==> src/rtl/rect_probe_pkg.sv <==
// Shared screen geometry, colour and FSM definitions for the rectangle
// reader/writer pair on the 160x120 shadow framebuffer.
package rect_probe_pkg;

    localparam int SCR_X_MAX = 159;
    localparam int SCR_Y_MAX = 119;
    localparam int COLOR_W   = 3;

    localparam logic [COLOR_W-1:0] BLACK = '0;

    localparam logic [1:0] ST_IDLE  = 2'd0;
    localparam logic [1:0] ST_SCAN  = 2'd1;
    localparam logic [1:0] ST_DRAIN = 2'd2;
    localparam logic [1:0] ST_DONE  = 2'd3;

    typedef enum logic [1:0] {
        IDLE  = ST_IDLE,
        SCAN  = ST_SCAN,
        DRAIN = ST_DRAIN,
        DONE  = ST_DONE
    } state_t;

    typedef struct packed {
        logic [7:0] x;
        logic [6:0] y;
    } coord_t;

endpackage

==> src/rtl/rect_scan_counter.sv <==
// Raster cx/cy walker over a width x height rectangle with screen clipping.
// Shared between the rectangle reader and writer.
module rect_scan_counter
    import rect_probe_pkg::*;
#(
    parameter int X_MAX = SCR_X_MAX,
    parameter int Y_MAX = SCR_Y_MAX
) (
    input  logic       clk,
    input  logic       reset,
    input  logic       clear,
    input  logic       advance,
    input  logic [7:0] x0,
    input  logic [6:0] y0,
    input  logic [4:0] w,
    input  logic [4:0] h,
    output logic [7:0] px,
    output logic [6:0] py,
    output logic       in_bounds,
    output logic       last
);

    logic [4:0] cx, cy;
    logic [8:0] px_full;
    logic [7:0] py_full;
    logic       row_end;

    // One extra bit so a rectangle hanging off the right/bottom edge clips
    // instead of wrapping back onto column/row 0.
    assign px_full   = {1'b0, x0} + {4'b0, cx};
    assign py_full   = {1'b0, y0} + {3'b0, cy};
    assign in_bounds = (px_full <= 9'(X_MAX)) && (py_full <= 8'(Y_MAX));
    assign px        = px_full[7:0];
    assign py        = py_full[6:0];

    assign row_end = (cx == w - 5'd1);
    assign last    = row_end && (cy == h - 5'd1);

    always_ff @(posedge clk or negedge reset) begin
        if (!reset) begin
            cx <= '0;
            cy <= '0;
        end else if (clear) begin
            cx <= '0;
            cy <= '0;
        end else if (advance) begin
            if (row_end) begin
                cx <= '0;
                cy <= cy + 5'd1;
            end else begin
                cx <= cx + 5'd1;
            end
        end
    end

endmodule

==> src/rtl/rect_probe.sv <==
// Reads a rectangle back from the shadow framebuffer and reports whether any
// pixel differs from a background colour, the first such pixel and a count.
module rect_probe
    import rect_probe_pkg::*;
#(
    parameter int RD_LAT      = 1,      // 1..3
    parameter bit STOP_ON_HIT = 1'b0,
    parameter int X_MAX       = SCR_X_MAX,
    parameter int Y_MAX       = SCR_Y_MAX
) (
    input  logic               clk,
    input  logic               reset,
    input  logic               start,
    input  logic [7:0]         x_in,
    input  logic [6:0]         y_in,
    input  logic [4:0]         width,
    input  logic [4:0]         height,
    input  logic [COLOR_W-1:0] bg_color,
    output logic               rd_en,
    output logic [7:0]         rd_x,
    output logic [6:0]         rd_y,
    input  logic [COLOR_W-1:0] rd_data,
    output logic               busy,
    output logic               done,
    output logic               hit,
    output logic [7:0]         hit_x,
    output logic [6:0]         hit_y,
    output logic [9:0]         hit_count
);

    state_t             state;
    logic [7:0]         x_q;
    logic [6:0]         y_q;
    logic [4:0]         w_q, h_q;
    logic [COLOR_W-1:0] bg_q;

    logic       launch, empty, scanning;
    logic [7:0] px;
    logic [6:0] py;
    logic       in_bounds, last;

    logic [RD_LAT:1] vld_pipe;
    coord_t [RD_LAT:1] crd_pipe;
    logic       inflight, tail_hit;

    assign launch   = start && (state == IDLE || state == DONE);
    assign empty    = (w_q == 5'd0) || (h_q == 5'd0);
    assign scanning = (state == SCAN);

    rect_scan_counter #(
        .X_MAX(X_MAX),
        .Y_MAX(Y_MAX)
    ) u_cnt (
        .clk      (clk),
        .reset    (reset),
        .clear    (launch),
        .advance  (scanning),
        .x0       (x_q),
        .y0       (y_q),
        .w        (w_q),
        .h        (h_q),
        .px       (px),
        .py       (py),
        .in_bounds(in_bounds),
        .last     (last)
    );

    // Clipped pixels still burn a scan cycle but never reach the pipe.
    assign rd_en = scanning && !empty && in_bounds;
    assign rd_x  = rd_en ? px : '0;
    assign rd_y  = rd_en ? py : '0;
    assign busy  = (state == SCAN) || (state == DRAIN);
    assign done  = (state == DONE);

    assign tail_hit = vld_pipe[RD_LAT] && (rd_data != bg_q);

    // The tail entry is consumed on the coming edge, so only the stages
    // ahead of it keep DRAIN waiting.
    always_comb begin
        inflight = 1'b0;
        for (int k = 1; k < RD_LAT; k++)
            inflight = inflight | vld_pipe[k];
    end

    always_ff @(posedge clk or negedge reset) begin
        if (!reset) begin
            state     <= IDLE;
            x_q       <= '0;
            y_q       <= '0;
            w_q       <= '0;
            h_q       <= '0;
            bg_q      <= BLACK;
            vld_pipe  <= '0;
            crd_pipe  <= '0;
            hit       <= 1'b0;
            hit_x     <= '0;
            hit_y     <= '0;
            hit_count <= '0;
        end else begin
            vld_pipe[1] <= rd_en;
            crd_pipe[1] <= '{x: px, y: py};
            for (int k = 2; k <= RD_LAT; k++) begin
                vld_pipe[k] <= vld_pipe[k-1];
                crd_pipe[k] <= crd_pipe[k-1];
            end

            if (tail_hit) begin
                hit_count <= hit_count + 10'd1;
                if (!hit) begin
                    hit   <= 1'b1;
                    hit_x <= crd_pipe[RD_LAT].x;
                    hit_y <= crd_pipe[RD_LAT].y;
                end
            end

            case (state)
                IDLE, DONE: begin
                    if (start) begin
                        x_q       <= x_in;
                        y_q       <= y_in;
                        w_q       <= width;
                        h_q       <= height;
                        bg_q      <= bg_color;
                        hit       <= 1'b0;
                        hit_x     <= '0;
                        hit_y     <= '0;
                        hit_count <= '0;
                        state     <= SCAN;
                    end
                end
                SCAN: begin
                    if (empty)
                        state <= DONE;
                    else if ((STOP_ON_HIT && tail_hit) || last)
                        state <= DRAIN;
                end
                DRAIN: begin
                    if (!inflight)
                        state <= DONE;
                end
                default: state <= IDLE;
            endcase
        end
    end

endmodule

==> config.mk <==
export PLATFORM = sky130hd
export DESIGN_NAME = rect_probe
export DESIGN_NICKNAME = d
export VERILOG_FILES = /design/src/rtl/rect_probe_pkg.sv /design/src/rtl/rect_scan_counter.sv /design/src/rtl/rect_probe.sv
export SDC_FILE = /design/constraint.sdc
export NUM_CORES = 1
export LEC_CHECK = 0
export CAP_MARGIN = 10
export CORE_MARGIN = 1
export CORE_UTILIZATION = 24
export CTS_CLUSTER_DIAMETER = 30
export CTS_CLUSTER_SIZE = 20
export DETAILED_ROUTE_END_ITERATION = 12
export GPL_TIMING_DRIVEN = 1
export HOLD_SLACK_MARGIN = 0.06
export PLACE_DENSITY = 0.54
export SYNTH_ARGS = -nofsm -noshare
export SYNTH_HDL_FRONTEND = slang
export SYNTH_SLANG_ARGS = --single-unit
==> constraint.sdc <==
create_clock -name clk -period 3.7 [get_ports clk]
set_input_delay 0.37 -clock clk [delete_from_list [all_inputs] [get_ports clk]]
set_output_delay 0.37 -clock clk [all_outputs]
set_load 0.02 [all_outputs]
==> summary.md, run 1 <==
| Metric | Value |
|---|---|
| Switching Share | `40.92%` |
| FF+latch count, synth | `just over 80` |
| Sequential fraction of the synthesis area | `between 40% and 50%` |
| Starting Density | `24.82%` |
| Most frequent cells in the layout | `118 x nand2_1, 82 x dfrtp_1, 61 x clkdlybuf4s50_1` |
| H-tree Lvls | `3` |
| Crit path cell chain | `ha_1 -> fa_1 -> a21o_1 -> nor4_1 -> mux2_1 -> o211ai_1 -> a21oi_2 -> buf_4 -> buf_4 -> and3_1 -> dlygate4sd2_1` |
| CTS tree | `yes` |
| DRC | `0` |
| PwrDens | `approximately 800 mW/mm²` |
| Antenna Cells | `0` |
| Max Slew Vio Count | `0` |
| Clock buffer depth | `2` |
| Clock sink count | `82` |
| Top cells by area, synth | `dfrtp_1 49%, nand2_1 11%, ha_1 5.7%` |
| Slew HR | `around 30%` |
| Syn Std Cell Area | `between 0.004 and 0.005 mm²` |
| Area Overhead vs Synth | `31.32%` |
| Ports | `78` |
| Synth Flop Type | `dfrtp_1` |
| Pint | `~2.6 mW` |
| Post-synthesis cell count | `between 400 and 500` |
| GRT Util Overall | `approximately 12%` |
| Syn avg cell area | `slightly above 9 µm²` |
| Setup crit end kind | `primary output` |
| Top-area cell type share of the netlist area | `between 40% and 50%` |
| Final HPWL DP | `approximately 7700 µm` |
| Final hold violation count | `0` |
| Max cap viols | `0` |
| IO buf count | `77` |
| Peak VDD IR | `between 0.2 and 0.3 mV` |
| Arr. time, crit path | `~3.2 ns` |
| Footprint of the multi-input gates | `~0.0020 mm²` |
| Worst-path clk slew | `~0.06 ns` |
| WHS | `0.2274 ns` |
| Share of layout cells above drive strength 1 | `under 10%` |
| Overflow after GRT | `0` |
| Tmin final | `around 3.6 ns` |
| Vias per Instance | `between 4 and 5` |
| Syn_nets | `502` |
| Fill count | `about 1.8k` |
| Clock latency on the worst-skew pair | `between 0.3 and 0.4 ns` |
| Yosys top cell by area | `dfrtp_1` |
| Largest net degree at the start of global routing | `just over 80` |
| Comb power frac | `a little under half` |
| Ys Warns | `0` |
| Synth unique cells | `50` |
| DRT Wirelength | `between 10000 and 15000 µm` |
| Clock Skew | `0.008559 ns` |
| FF/Latch Area | `just over 0.002 mm²` |
| Clock share of power | `a little under a fifth` |
| Initial antenna violation count | `0` |
| Sequential Power Share | `34.8%` |
| Vias in the first global route | `approximately 3.3k` |
| Status | `finished clean` |
| Final setup fails | `0` |
| CTS Buf Count | `9` |
| RSZ-0062 raised after global routing | `no` |
| Die H | `about 130 µm` |
| Slowest cell on crit path | `dfrtp_1` |
| Final core utilization | `between 30% and 40%` |
| # rows | `47` |
| Commonest non-fill, non-tap cell in the layout | `nand2_1` |
| Post-synth EDFFs | `0` |
| Final period util | `a little over nine tenths` |
| Routed len/inst | `roughly 14 µm` |
| Initial DRC count | `around 130` |
| DIE WIDTH | `around 130 µm` |
| Most used cell, CP | `buf_4` |
| Power Total | `about 4.4 mW` |
| Final nets | `between 500 and 600` |
| Critical path class | `reg -> out` |
| ANT nets after route | `0` |
| Die Area | `0.01786 mm²` |
| Crit start category | `register` |
| CP peak stage delay | `0.45 ns` |
| CP bufs+invs | `3` |
| Synth async-reset ratio | `between 90% and 100%` |
| Critical Path Fanout Max | `6` |
| First-pass GRT wire length | `about 17000 µm` |
| Core area | `between 0.015 and 0.02 mm²` |
| Min-delay worst type | `in -> async` |
| Hold buffer count at cts | `0` |
| Gpl congestion | `0.7531` |
| Worst-Margin Slew | `about 1.1 ns` |
| Cell leakage power | `2.603 nW` |
| Crit path required time | `between 3 and 4 ns` |
| Setup Total Neg Slack | `0 ns` |
| CTS root buf | `clkbuf_16` |
| DRT Pass-1 Iters | `4` |
| Routed via count | `roughly 3.3k` |
| Crit-path leading delay family | `adder cells` |
| Switching power | `about 1.8 mW` |
| Maximum clock frequency | `~280 MHz` |
-- power groups by stage --
stage / Combinational [mW] / Clock (mW) / Sequential, mW
floorplan: 1.25 / 0 / 1.57
global placement: 2.04 / 0 / 1.52
detailed placement: 2.07 / 0 / 1.53
CTS: 2.06 / 0.829 / 1.52
global route: 2.27 / 0.862 / 1.56
finish: 2.04 / 0.801 / 1.51
-- Yosys cell counts, drive strengths merged, types with 5 or more instances --
| master | count |
|---|---|
| and3 | 7 |
| ha | 19 |
| nor2 | 25 |
| clkbuf | 10 |
| or3 | 5 |
| nor3 | 7 |
| dfrtp | 82 |
| nand2 | 118 |
| inv | 22 |
| xnor2 | 19 |
| and2 | 5 |
| nor2b | 8 |
| xor2 | 17 |
| o21ai | 17 |
| a21oi | 30 |
| nand4 | 5 |
| nand3 | 7 |
-- layout make-up --
class,instances,share of cell area [%]
clock buffers,11,4.444
well taps,220,5.040
multi-input cells,329,36.29
clock inverters,3,0.3207
repair buffers,86,14.82
flip-flops and latches,82,37.57
inverters,22,1.512
-- worst paths after layout --
kind | from | endpoint | slack [ns] | cells past startpoint
worst max-delay path | u_cnt.cx[0] | rd_x[1] | 0.15 | 11
worst min-delay path | reset | hit_count[1] | 0.23 | 1
worst max register to register | u_cnt.cy[0] | vld_pipe | 1.13 | 10
worst min register to register | y_q[0] | y_q[0] | 0.48 | 2
max in group asynchronous | reset | hit_x[5] | 2.81 | 1
min in group clk | y_q[0] | y_q[0] | 0.48 | 2
-- logic make-up (layout without fill, tap and decap cells) --
| group | count (synthesis) | after routing | synth area share, % |
|---|---|---|---|
| buffers and inverters | 36 | 122 | 3.309 |
| xor gates and xnor gates | 36 | 36 | 7.581 |
| DFF | 82 | 82 | 49.34 |
| muxes | 3 | 3 | 0.7521 |
| adders and majority gates | 21 | 21 | 6.679 |
| AOI/OAI and AO/OA | 73 | 73 | 10.89 |
| and+or+nand+nor | 196 | 196 | 21.45 |
-- timing repair --
item / CTS / global route
buffers inserted: 0 / 2
endpoints found under the setup margin: 15 / 14
gates resized for setup: 12 / 22
-- through the flow --
| stage | setup slack (ns) | instance area (µm²) | instances |
|---|---|---|---|
| after floorplan | 0.5280 | 4159 | 447 |
| after global placement | 0.1627 | 5201 | 737 |
| after detailed placement | 0.09466 | 5201 | 737 |
| after CTS | 0.002685 | 5454 | 751 |
| after global routing | 0.0009450 | 5461 | 753 |
| final | 0.1497 | 5461 | 753 |
-- layer usage --
metal  vias up  track usage (%)  wire [µm]
li1       1659                -          -
met4         0            5.492        194
met1      1545            15.69       4888
met5         -                0          0
met2        72            19.42       4680
met3        11            2.626        454
-- state kept, by name, indices dropped and copies added (netlist names) --
name / flops
hit_y: 7
u_cnt.cx: 5
hit_count: 10
vld_pipe: 1
hit_x: 8
hit: 1
h_q: 5
state: 2
y_q: 7
u_cnt.cy: 5
x_q: 8
bg_q: 3
crd_pipe: 15
w_q: 5
-- worst reg2reg max path, cell delays in order (launching register included) --
cell     delay, ns
dfrtp_1       0.38
ha_1          0.23
fa_1          0.40
a21o_1        0.19
a21oi_2       0.16
xnor2_1       0.16
inv_1         0.08
a211o_1       0.29
a221o_1       0.38
buf_4         0.19
inv_2         0.06
No activity file was read; power rests on OpenSTA's default activity.
==> run 2, diff against run 1 <==
clock period = 3.9 ns   (was 3.7 ns; I/O delays follow)
==> summary.md, run 2 (synthesis results as in run 1) <==
| Metric | Value |
|---|---|
| Crit start category | `register` |
| Biggest register | `crd_pipe` |
| Clock buffer depth | `2` |
| Setup Total Neg Slack | `0 ns` |
| Critical path class | `reg -> out` |
| RSZ-0062 raised after global routing | `no` |
| Crit path to | `rd_x[3]` |
| DRT Wirelength | `10060 µm` |
| Final core utilization | `around a third` |
| Worst R2R Setup Slack | `approximately 1.3 ns` |
| DIE WIDTH | `around 130 µm` |
| DRC | `0` |
| Worst-path clk slew | `roughly 0.06 ns` |
| DRT Pass-1 Iters | `4` |
| Setup crit end kind | `primary output` |
| Initial antenna violation count | `0` |
| Routed len/inst | `roughly 13 µm` |
| Share of layout cells above drive strength 1 | `about 5.3%` |
| Final hold violation count | `0` |
| Largest registers | `crd_pipe (15), hit_count (10)` |
| Clock latency on the worst-skew pair | `0.34 ns` |
| Layout Cells excl Fill | `750` |
| Area Overhead vs Synth | `31.53%` |
| GRT Util Overall | `12.29%` |
| Starting Density | `around a quarter` |
| Final setup fails | `0` |
| Worst reg2reg endpoint | `vld_pipe` |
| CP startpoint | `u_cnt.cy[0]` |
| CTS tree | `yes` |
| Largest net degree at the start of global routing | `between 80 and 90` |
| Status | `finished clean` |
| Die H | `133.6 µm` |
| Arr. time, crit path | `around 3.3 ns` |
| Antenna Cells | `0` |
| Most frequent cells in the layout | `118 x nand2_1, 82 x dfrtp_1, 63 x clkdlybuf4s50_1` |
| Met3 wire len | `between 500 and 600 µm` |
| CTS root buf | `clkbuf_16` |
| Slew HR | `30.17%` |
| Wl on met1 | `between 4000 and 5000 µm` |
| Max cap viols | `0` |
| First-pass GRT wire length | `roughly 17000 µm` |
| CP bufs+invs | `2` |
| Max Slew Vio Count | `0` |
| Total placed cells including tap cells | `733` |
| Clock sink count | `82` |
| Worst reg-to-reg path cell count | `9` |
| Die Area | `roughly 0.018 mm²` |
| Routed via count | `3285` |
| Crit path cell chain | `ha_1 -> fa_1 -> a21o_1 -> a21oi_1 -> xnor2_1 -> inv_1 -> a211o_1 -> a221o_2 -> nor3_1 -> dlygate4sd2_1` |
| Crit-path leading delay family | `compound AO/OA/AOI/OAI gates` |
| CTS Buf Count | `9` |
| Cell leakage power | `between 2 and 3 nW` |
| Vias in the first global route | `between 3k and 4k` |
| Gpl congestion | `about 0.83` |
| Core area | `about 0.017 mm²` |
| Min-delay worst type | `in -> async` |
| IO buf count | `between 70 and 80` |
| Slowest cell on crit path | `a221o_2` |
| Final HPWL DP | `7550 µm` |
| CP peak stage delay | `between 0.4 and 0.5 ns` |
| Met2 WL post-DR | `about 4700 µm` |
| R2R Path Start | `u_cnt.cy[0]` |
| Critical Path Fanout Max | `9` |
| ANT nets after route | `0` |
| PwrDens | `around 760 mW/mm²` |
| Final period util | `a little over nine tenths` |
| Commonest non-fill, non-tap cell in the layout | `nand2_1` |
| Initial DRC count | `approximately 120` |
| Overflow after GRT | `0` |
| Crit path required time | `between 3 and 4 ns` |
| Worst-Margin Slew | `roughly 1.0 ns` |
| Peak VDD IR | `0.4198 mV` |
| Ports | `between 70 and 80` |
| Top sig layer | `met4` |
| Maximum clock frequency | `about 270 MHz` |
| Hold buffer count at cts | `0` |
| Max FFs per register | `15` |
| # rows | `47` |
| Stages on worst setup path | `10` |
| Vias per Instance | `~4.4` |
| Clock Skew | `approximately 0.0056 ns` |
| H-tree Lvls | `3` |
| Fill count | `around 1.8k` |
| Tmin final | `3.718 ns` |
| Final nets | `580` |
[run 2: changes by cell type in the layout (fill, tap and decap cells not counted), sizes merged]
cell           change
dlygate4sd1        -1
dlygate4sd2        +6
clkbuf             -5
clkinv             -1
clkinvlp           +1
clkdlybuf4s50      +2
buf                -5
[run 2: how the worst min path moves through the flow]
| stage | endpoint | slack (ns) | cells past startpoint |
|---|---|---|---|
| 6_report | w_q[2] | 0.24 | 1 |
| 5_1_grt | w_q[4] | 0.33 | 1 |
| 4_1_cts | w_q[2] | 0.29 | 1 |
| 3_5_place_dp | x_q[0] | 0.48 | 2 |
| 3_3_place_gp | y_q[0] | 0.47 | 2 |
| 2_1_floorplan | bg_q[0] | 0.09 | 0 |
[run 2: what timing repair did]
action                                  in CTS  in global routing
resized for setup                            9                  6
buffers inserted                             0                  1
hold endpoints to repair                     0                  0
endpoints found under the setup margin       9                  7
[run 2: per-stage QoR]
stage	power, mW	setup slack [ns]	instance area [µm²]	hold WS, ns
floorplan	2.673	0.7080	4159	0.09441
global route	4.492	0.0002138	5470	0.3251
global placement	3.350	0.2364	5171	0.4708
CTS	4.199	0.01612	5446	0.2860
finish	4.147	0.1824	5470	0.2357
detailed placement	3.397	0.2061	5171	0.4802
[run 2: layout make-up]
cell class	count	area [µm²]	share of cell area, %
clock buffer	13	260.3	4.758
clock inverter	3	23.77	0.4346
sequential	82	2052	37.51
multi-input combinational	329	1976	36.12
tap	220	275.3	5.032
inverter	22	82.58	1.510
timing repair buffer	81	800.8	14.64
[run 2: worst register-to-register path, delay by kind of cell (launching register included)]
kind	cells	cell delay [ns]
adder cells (fa/ha/maj)	2	0.64
flip-flops	1	0.39
AO/OA/AOI/OAI	4	1.15
buffers and inverters	2	0.18
XOR/XNOR	1	0.19
[run 2: report_power, final]
part | internal, mW | leakage, nW | switching, mW
combinational | 0.803 | 1.40 | 1.11
sequential | 1.19 | 1.06 | 0.247
clock | 0.467 | 0.132 | 0.331
[run 2: layer usage]
| layer | vias up | track usage (%) |
|---|---|---|
| met5 | - | 0 |
| met4 | 0 | 3.725 |
| met3 | 9 | 3.995 |
| met2 | 80 | 19.79 |
| met1 | 1556 | 15.61 |
| li1 | 1640 | - |
==> run 3, diff against run 2 <==
GPL_ROUTABILITY_DRIVEN = 0   (was default)
==> results of run 3 <==
No change in the layout: final DEF, timing and power equal those of run 2.
